[config.mk]
export PLATFORM = sky130hd
export DESIGN_NAME = count_seq_monitor
export DESIGN_NICKNAME = d
export VERILOG_FILES = /design/src/rtl/count_seq_monitor.sv
export SDC_FILE = /design/constraint.sdc
export NUM_CORES = 1
export LEC_CHECK = 0
export ABC_AREA = 1
export ABC_CLOCK_PERIOD_IN_PS = 1850
export BUFFER_PORTS_ARGS = -buffer_cell sky130_fd_sc_hd__buf_2
export CAP_MARGIN = 20
export CORE_AREA = 2 2 57 59
export DETAILED_ROUTE_END_ITERATION = 7
export DIE_AREA = 0 0 59 61
export PLACE_DENSITY = 0.68
export SYNTH_ARGS = -nofsm -noshare
export SYNTH_HDL_FRONTEND = slang
export SYNTH_SLANG_ARGS = --single-unit
[constraint.sdc]
create_clock -name clk -period 1.85 [get_ports clk]
set_input_delay 0 -clock clk [delete_from_list [all_inputs] [get_ports clk]]
set_output_delay 0 -clock clk [all_outputs]
set_load 0.03 [all_outputs]
[src/rtl/count_seq_monitor.sv]
// -----------------------------------------------------------------------------
// count_seq_monitor
//
// Receive-side checker for a 2-bit modulo-4 enable counter carried on a 3-bit
// bus. It samples the bus and the counter's enable every rising edge, predicts
// the next legal value, and reports illegal encodings (4..7) and sequence
// violations. It also tracks lock state and counts clean 3 -> 0 wraps.
//
// Parameters:
//   RESYNC_CNT : consecutive correct transitions needed in FAULT before the
//                monitor returns to SYNC (1..15)
//   WRAP_W     : width of the saturating wrap counter
//
// Ports:
//   clk         in   system clock, rising edge
//   rst         in   asynchronous reset, active low
//   en          in   counter enable (same signal the counter sees)
//   cnt_in      in   [2:0] counter output bus
//   clr         in   synchronous clear of sticky error state and wrap count
//   sync_out    out  1 while the monitor is locked (SYNC)
//   err_illegal out  one-cycle pulse: sample was 4..7
//   err_seq     out  one-cycle pulse: legal sample differed from prediction
//   err_sticky  out  set by any error, held until clr
//   err_code    out  [1:0] first error since clr: 01 illegal, 10 seq, 11 both
//   wrap_cnt    out  [WRAP_W-1:0] saturating count of clean 3 -> 0 in SYNC
// -----------------------------------------------------------------------------
module count_seq_monitor #(
    parameter int unsigned RESYNC_CNT = 4,
    parameter int unsigned WRAP_W     = 8
) (
    input  logic              clk,
    input  logic              rst,
    input  logic              en,
    input  logic [2:0]        cnt_in,
    input  logic              clr,
    output logic              sync_out,
    output logic              err_illegal,
    output logic              err_seq,
    output logic              err_sticky,
    output logic [1:0]        err_code,
    output logic [WRAP_W-1:0] wrap_cnt
);

    typedef enum logic [1:0] {
        ST_UNSYNC = 2'd0,
        ST_SYNC   = 2'd1,
        ST_FAULT  = 2'd2
    } state_t;

    state_t      r_state;
    state_t      w_state_nxt;
    logic [3:0]  r_run;
    logic [3:0]  w_run_nxt;
    logic [4:0]  w_run_inc;

    // Reference model: last legal sample and the enable that accompanied it.
    logic [1:0]  r_ref_cnt;
    logic        r_ref_en;
    logic        r_ref_valid;

    logic        w_illegal;
    logic [1:0]  w_expected;
    logic        w_mismatch;
    logic        w_match;
    logic        w_ill_err;
    logic        w_seq_err;
    logic        w_any_err;
    logic [1:0]  w_code;
    logic        w_wrap_hit;

    // ------------------------------------------------------------------
    // Sample classification
    // ------------------------------------------------------------------
    always_comb begin
        w_illegal  = cnt_in[2];
        w_expected = r_ref_en ? (r_ref_cnt + 2'd1) : r_ref_cnt;
        w_mismatch = !w_illegal && r_ref_valid && (cnt_in[1:0] != w_expected);
        w_match    = !w_illegal && r_ref_valid && !w_mismatch;
        w_run_inc  = {1'b0, r_run} + 5'd1;
    end

    // ------------------------------------------------------------------
    // Lock state machine: next state, run counter and error strobes
    // ------------------------------------------------------------------
    always_comb begin
        w_state_nxt = r_state;
        w_run_nxt   = r_run;
        w_ill_err   = 1'b0;
        w_seq_err   = 1'b0;
        w_wrap_hit  = 1'b0;

        case (r_state)
            ST_UNSYNC: begin
                // The first legal sample only seeds the reference; it is
                // never compared, so lock is taken without any check.
                if (w_illegal) begin
                    w_ill_err = 1'b1;
                end else begin
                    w_state_nxt = ST_SYNC;
                end
            end

            ST_SYNC: begin
                if (w_illegal) begin
                    w_ill_err   = 1'b1;
                    w_state_nxt = ST_FAULT;
                    w_run_nxt   = '0;
                end else if (w_mismatch) begin
                    w_seq_err   = 1'b1;
                    w_state_nxt = ST_FAULT;
                    w_run_nxt   = '0;
                end else if (w_match) begin
                    w_wrap_hit = (r_ref_cnt == 2'd3) && r_ref_en &&
                                 (cnt_in == 3'd0);
                end
            end

            ST_FAULT: begin
                if (w_illegal) begin
                    w_ill_err = 1'b1;
                    w_run_nxt = '0;
                end else if (w_mismatch) begin
                    w_seq_err = 1'b1;
                    w_run_nxt = '0;
                end else if (w_match) begin
                    if (w_run_inc == 5'(RESYNC_CNT)) begin
                        w_state_nxt = ST_SYNC;
                        w_run_nxt   = '0;
                    end else begin
                        w_run_nxt = w_run_inc[3:0];
                    end
                end
                // A legal sample with no valid reference leaves run alone.
            end

            default: begin
                w_state_nxt = ST_UNSYNC;
                w_run_nxt   = '0;
            end
        endcase

        w_any_err = w_ill_err | w_seq_err;
        w_code    = {w_seq_err, w_ill_err};
    end

    // ------------------------------------------------------------------
    // State, run counter and reference registers
    // ------------------------------------------------------------------
    always_ff @(posedge clk or negedge rst) begin
        if (!rst) begin
            r_state     <= ST_UNSYNC;
            r_run       <= '0;
            r_ref_cnt   <= '0;
            r_ref_en    <= 1'b0;
            r_ref_valid <= 1'b0;
        end else begin
            r_state <= w_state_nxt;
            r_run   <= w_run_nxt;
            if (w_illegal) begin
                r_ref_valid <= 1'b0;
            end else begin
                r_ref_cnt   <= cnt_in[1:0];
                r_ref_en    <= en;
                r_ref_valid <= 1'b1;
            end
        end
    end

    // ------------------------------------------------------------------
    // Registered error pulses, sticky error state and wrap counter
    // ------------------------------------------------------------------
    always_ff @(posedge clk or negedge rst) begin
        if (!rst) begin
            err_illegal <= 1'b0;
            err_seq     <= 1'b0;
            err_sticky  <= 1'b0;
            err_code    <= '0;
            wrap_cnt    <= '0;
        end else begin
            err_illegal <= w_ill_err;
            err_seq     <= w_seq_err;

            // An error in the same cycle as clr takes precedence: the clear
            // is applied and this cycle's error becomes the new first error.
            if (w_any_err) begin
                err_sticky <= 1'b1;
                if (clr || (err_code == 2'b00)) begin
                    err_code <= w_code;
                end
            end else if (clr) begin
                err_sticky <= 1'b0;
                err_code   <= '0;
            end

            if (clr) begin
                wrap_cnt <= '0;
            end else if (w_wrap_hit && (wrap_cnt != '1)) begin
                wrap_cnt <= wrap_cnt + 1'b1;
            end
        end
    end

    assign sync_out = (r_state == ST_SYNC);

endmodule

# Word-level counts from Yosys, hierarchy flattened
# Cells that the tools add are included.
[word_totals]
elab_cells = 81
output_inout_bits = 14
reg_bits = 23
[op_classes]
reduce_logical = 19
n_mux = 33
bitwise_logic = 2
n_eq_ne = 14
addsub = 3
[op_table]
columns = ["op", "count"]
rows = [
  ["4-bit 2-to-1 mux", 6],
  ["2-bit 2-to-1 mux", 11],
  ["8-bit 2-to-1 mux", 2],
  ["1-bit 2-to-1 mux", 12],
  ["4-bit one-hot mux with 3 select lines", 1],
  ["2-bit != test, second input constant", 5],
  ["8-bit by 1-bit adder with 8-bit output, second input constant", 1],
  ["8-bit != test, second input constant", 1],
  ["1-bit logical AND", 6],
  ["2-bit one-hot mux with 3 select lines", 1],
  ["6-bit AND reduction", 1],
  ["4-bit by 1-bit adder with 5-bit output, second input constant", 1],
  ["5-bit by 3-bit == test with 1-bit output, second input constant", 1],
  ["2-bit == test, second input constant", 2],
  ["2-bit zero test", 2],
  ["4-bit != test, second input constant", 1],
  ["2-bit nonzero test", 2],
  ["3-bit zero test", 1],
  ["3-bit by 2-bit != test with 1-bit output, second input constant", 1],
  ["3-bit AND reduction", 1],
  ["3-bit OR reduction", 1],
  ["2-bit by 1-bit adder with 2-bit output, second input constant", 1],
  ["2-bit by 1-bit == test with 1-bit output, second input constant", 1],
  ["1-bit zero test", 2],
  ["7 further kinds", 7],
]

# Longest topological paths before layout
[depth]
ltp_word = 13
depth_mapped = 12
ltp_nobuf = 12

# Least setup slack after synthesis
# No wires, ideal clock.
[synth_timing]
kind = "register to register"
from = "register wrap_cnt[0]"
to = "register wrap_cnt[7]"
stages_incl_launch_ff = 10
setup_slack_ps = 250
t_arrival_ps = 1482
setup_ps = 118
period_less_slack_ps = 1600
cell_sequence = "dfrtp_1 ha_1 nand3_1 nor2_1 nor2_1 nand2_1 nor2_8 inv_4 nand3_1 nand2_1"
[synth_between]
elab_chain_cells = 3
elab_cells_between_ends = 6
[synth_lines]
columns = ["item", "line_no", "text"]
rows = [
  ["from (decl)", "41", "output logic [WRAP_W-1:0] wrap_cnt"],
  ["from (signal assigned)", "198", "wrap_cnt <= wrap_cnt + 1'b1;"],
  ["8-bit by 1-bit adder with 8-bit output or 8-bit != test (tied branches)", "198, 197", ""],
  ["8-bit 2-to-1 mux or 1-bit logical AND (tied branches)", "197", "end else if (w_wrap_hit && (wrap_cnt != '1)) begin"],
  ["8-bit 2-to-1 mux or 2-bit nonzero test (tied branches)", "--", ""],
]
# Parallel ways exist; a longest one is shown, timed or not. The select of a mux whose other input is x is not followed.
# A chain may end at the register's enable or synchronous reset.

# Worst setup path after layout
[layout_timing]
from = "register r_ref_cnt[0]"
to = "register wrap_cnt[7]"
[layout_between]
elab_chain_cells = 12
elab_cells_between_ends = 15
[layout_lines]
columns = ["item", "line_no", "text"]
rows = [
  ["from (decl)", "57", "logic [1:0] r_ref_cnt;"],
  ["from (signal assigned)", "162", "r_ref_cnt <= cnt_in[1:0];"],
  ["2-bit by 1-bit adder with 2-bit output", "76", "w_expected = r_ref_en ? (r_ref_cnt + 2'd1) : r_ref_cnt;"],
  ["2-bit 2-to-1 mux", "76", ""],
  ["2-bit != test", "77", "w_mismatch = !w_illegal && r_ref_valid && (cnt_in[1:0] != w_expected);"],
  ["1-bit logical AND", "77", ""],
  ["1-bit zero test", "78", "w_match = !w_illegal && r_ref_valid && !w_mismatch;"],
  ["1-bit logical AND", "78", ""],
  ["1-bit 2-to-1 mux", "112", "end else if (w_match) begin"],
  ["1-bit 2-to-1 mux (*)", "108", "end else if (w_mismatch) begin"],
  ["1-bit 2-to-1 mux (*)", "104", "if (w_illegal) begin"],
  ["1-bit 2-to-1 mux (*)", "92", "case (r_state)"],
  ["1-bit logical AND (*)", "197", ""],
  ["2-bit nonzero test (no line) (*)", "--", ""],
]
# Mark *: on every way between the ends. The rest lies on a longest branch, timed or not.

==> results.toml <==
[run_status]
status = "finished, final reports clean"

[cts]
cts_tree = "yes"
cts.sinks = 23
cts_root_buf = "clkbuf_4"
cts_made_buffers = 3
postCtsSetupBuffers = 0
htreeDepth = 1
clock_latency_ns = 0.31
clkTransAtPathRegs_ns = 0.13
clock_path_buffers = 2

[synthesis]
synth_seq_cells = 23
synth_async_sr_flop_share_pct = 100
synthMuxAreaShare_pct = 0
synth_cell_types = 25
yosys.area_share.simple_pct = 38.2
synth-compound-area-share_pct = 4.00
synth.avg_cell_area_um2 = 7.95
yosysWarningCount = 0
synthAdderAreaFrac_pct = 6.23
ys_seq_area_share_pct = 40.9
syn-cell-area_um2 = 1410
synth_xor_area_share_pct = 3.11
synth_top_family_by_area = "simple AND/OR/NAND/NOR gates"
synthCells = 177
synth_fp_nets = 191
synthFlopType = "dfrtp_1"
synth_edf_count = 0

[floorplanning]
die_w_um = 59
initial_core_util_pct = 47.6
num_rows = 20
core-area_um2 = 2950
die_h_um = 61
ioPinCount = 21
die_area_um2 = 3600

[global_route]
grt_pass1_vias = 1113
grt_max_degree = 24
grt_pass1_wl_mm = 4.66
grt.overflow.total = 0
antenna_found_initial = 0
track_usage_pct = 16.9

[timing]
rsz0062_at_grt = "false"
fin_skew_ns = 0.00644
slew_headroom_pct = 63.3
tightest_slew_ns = 0.550
min_period_over_period_pct = 90.4
timing.final.ws_setup_ns = 0.177
fin_crit_ns = 1.67
whs_ns = 0.176
fin_tns_setup_ns = 0
fmax_mhz = 598
hold_viol_final = 0
setup_violations = 0
slew_violations = 0

[worst_setup_path]
crit_path_end_kind = "flip-flop"
path_max_fanout = 9
r2r_slack_ns = 0.18
r2r_end = "wrap_cnt[7]$_DFFE_PN0P_"
startpoint_type = "flip-flop"
regToRegStartpoint = "r_ref_cnt[0]$_DFFE_PN0N_"
crit_arrival_ns = 1.89
critPathRequiredTime_ns = 2.07
worst-setup-path-type = "flip-flop to flip-flop"
reg2regPathDepth = 11

[routing]
met3_length_um = 61
drt_pass1_iterations = 4
drt-initial-drc-count = 34
via_count = 1194
drcViolationCount = 0
ant_nets = 0
wire_per_inst_um = 11.5
routed_via_density = 5.06
top_layer = "met4"
route.met2.wl_mm = 1.40
wl_met1_mm = 1.23
wl_mm = 2.70

[layout]
final_area_um2 = 1610
num_antenna_cells = 0
final_cell_mix = "50 x nand2_1, 28 x nand3_1, 23 x dfrtp_1"
area_delta_synth_final_pct = 14.1
post-route-util_pct = 54.4
final_common_cell = "nand2_1"
drive_gt1_share_pct = 20.7
nets = 218

[pwr]
p_per_area_nw_per_um2 = 875
cellLeakagePower_nw = 0.931
vdd_drop_max_mv = 0.341

[hold_path]
hp-class = "input pin to async pin"

[placement]
hpwlAfterDp_mm = 2.06
gp_congestion = 0.812
place_ws_ns = 0.190
io_buffers = 20
dpl_cell_area_um2 = 1530

[flow_run]
maxCapViolCount = 0
repair_timing:
item / CTS / global route
hold endpoints to repair: 27 / 0
hold buffers: 5 / 0
resized for setup: 0 / 0
worst max-delay path: stages, from the launching register on:
cell and delay [ns]:
dfrtp_1 0.43, ha_1 0.30, nand2_1 0.09, nand3_1 0.10, nand2_2 0.10, nand2_4 0.08
inv_4 0.06, nand2_4 0.05, nor2_8 0.16, inv_4 0.08, nand3_1 0.07, nand2_1 0.07
report_power, final:
part	switching (mW)	total, mW	internal, mW	leakage, nW
registers	0.0493	0.614	0.565	0.302
logic	0.372	0.556	0.184	0.611
clock network	0.155	0.235	0.0807	0.0177
total	0.576	1.40	0.829	0.931
cell usage after synthesis (all sizes together) (2+ instances only):
cell type	count	area share, %
ha	7	6.2
nand3	29	11
dfrtp	23	41
buf	2	1.2
o21ai	5	2.0
xor2	4	2.5
nand3b	4	2.1
nor2	18	6.5
inv	21	6.1
nand4	3	1.3
nand2	56	17
registers in the layout, indices dropped and copies added (netlist names):
| register | flops |
|---|---|
| r_ref_en | 1 |
| r_ref_valid | 1 |
| err_illegal | 1 |
| r_state | 2 |
| err_seq | 1 |
| err_sticky | 1 |
| err_code | 2 |
| r_ref_cnt | 2 |
| r_run | 4 |
| wrap_cnt | 8 |
cell families (layout without fill, tap and decap cells):
group,Yosys count,after routing
AND/OR/NAND/NOR,111,111
AO/OA/AOI/OAI,7,7
flip-flops,23,23
XOR/XNOR,5,5
adder cells (fa/ha/maj),7,7
buffers and inverters,24,50
worst max-delay path by stage:
| stage | to | slack [ns] | from | cells past startpoint |
|---|---|---|---|---|
| global placement | wrap_cnt[7]$_DFFE_PN0P_ | 0.24 | r_ref_cnt[0]$_DFFE_PN0N_ | 11 |
| global route | r_state[1]$_DFFE_PN0P_ | 0.05 | r_ref_cnt[0]$_DFFE_PN0N_ | 11 |
| floorplan | wrap_cnt[7]$_DFFE_PN0P_ | 0.25 | wrap_cnt[0]$_DFFE_PN0P_ | 9 |
| detailed placement | wrap_cnt[7]$_DFFE_PN0P_ | 0.19 | r_ref_cnt[0]$_DFFE_PN0N_ | 11 |
| CTS | wrap_cnt[7]$_DFFE_PN0P_ | 0.16 | r_ref_cnt[0]$_DFFE_PN0N_ | 11 |
| finish | wrap_cnt[7]$_DFFE_PN0P_ | 0.18 | r_ref_cnt[0]$_DFFE_PN0N_ | 11 |
per-layer routing:
| layer | vias to the layer above | track usage [%] |
|---|---|---|
| met5 | - | 0 |
| met1 | 567 | 21.1 |
| met3 | 2 | 1.92 |
| met2 | 10 | 30.8 |
| li1 | 615 | - |
| met4 | 0 | 4.87 |
final cells by class:
cell class / instances / area, um^2
clock buffer: 3 / 22.5
clock inverter: 1 / 5.00
fill: 279 / 1350
inverter: 21 / 86.3
multi-input combinational: 130 / 724
sequential: 23 / 576
tap: 33 / 41.3
timing repair buffer: 25 / 150
metrics by stage:
stage | cells | power [mW]
floorplan | 177 | 1.05
global placement | 227 | 1.16
detailed placement | 227 | 1.18
CTS | 236 | 1.43
global route | 236 | 1.52
finish | 236 | 1.40
Power figures use the tool's default switching activity.
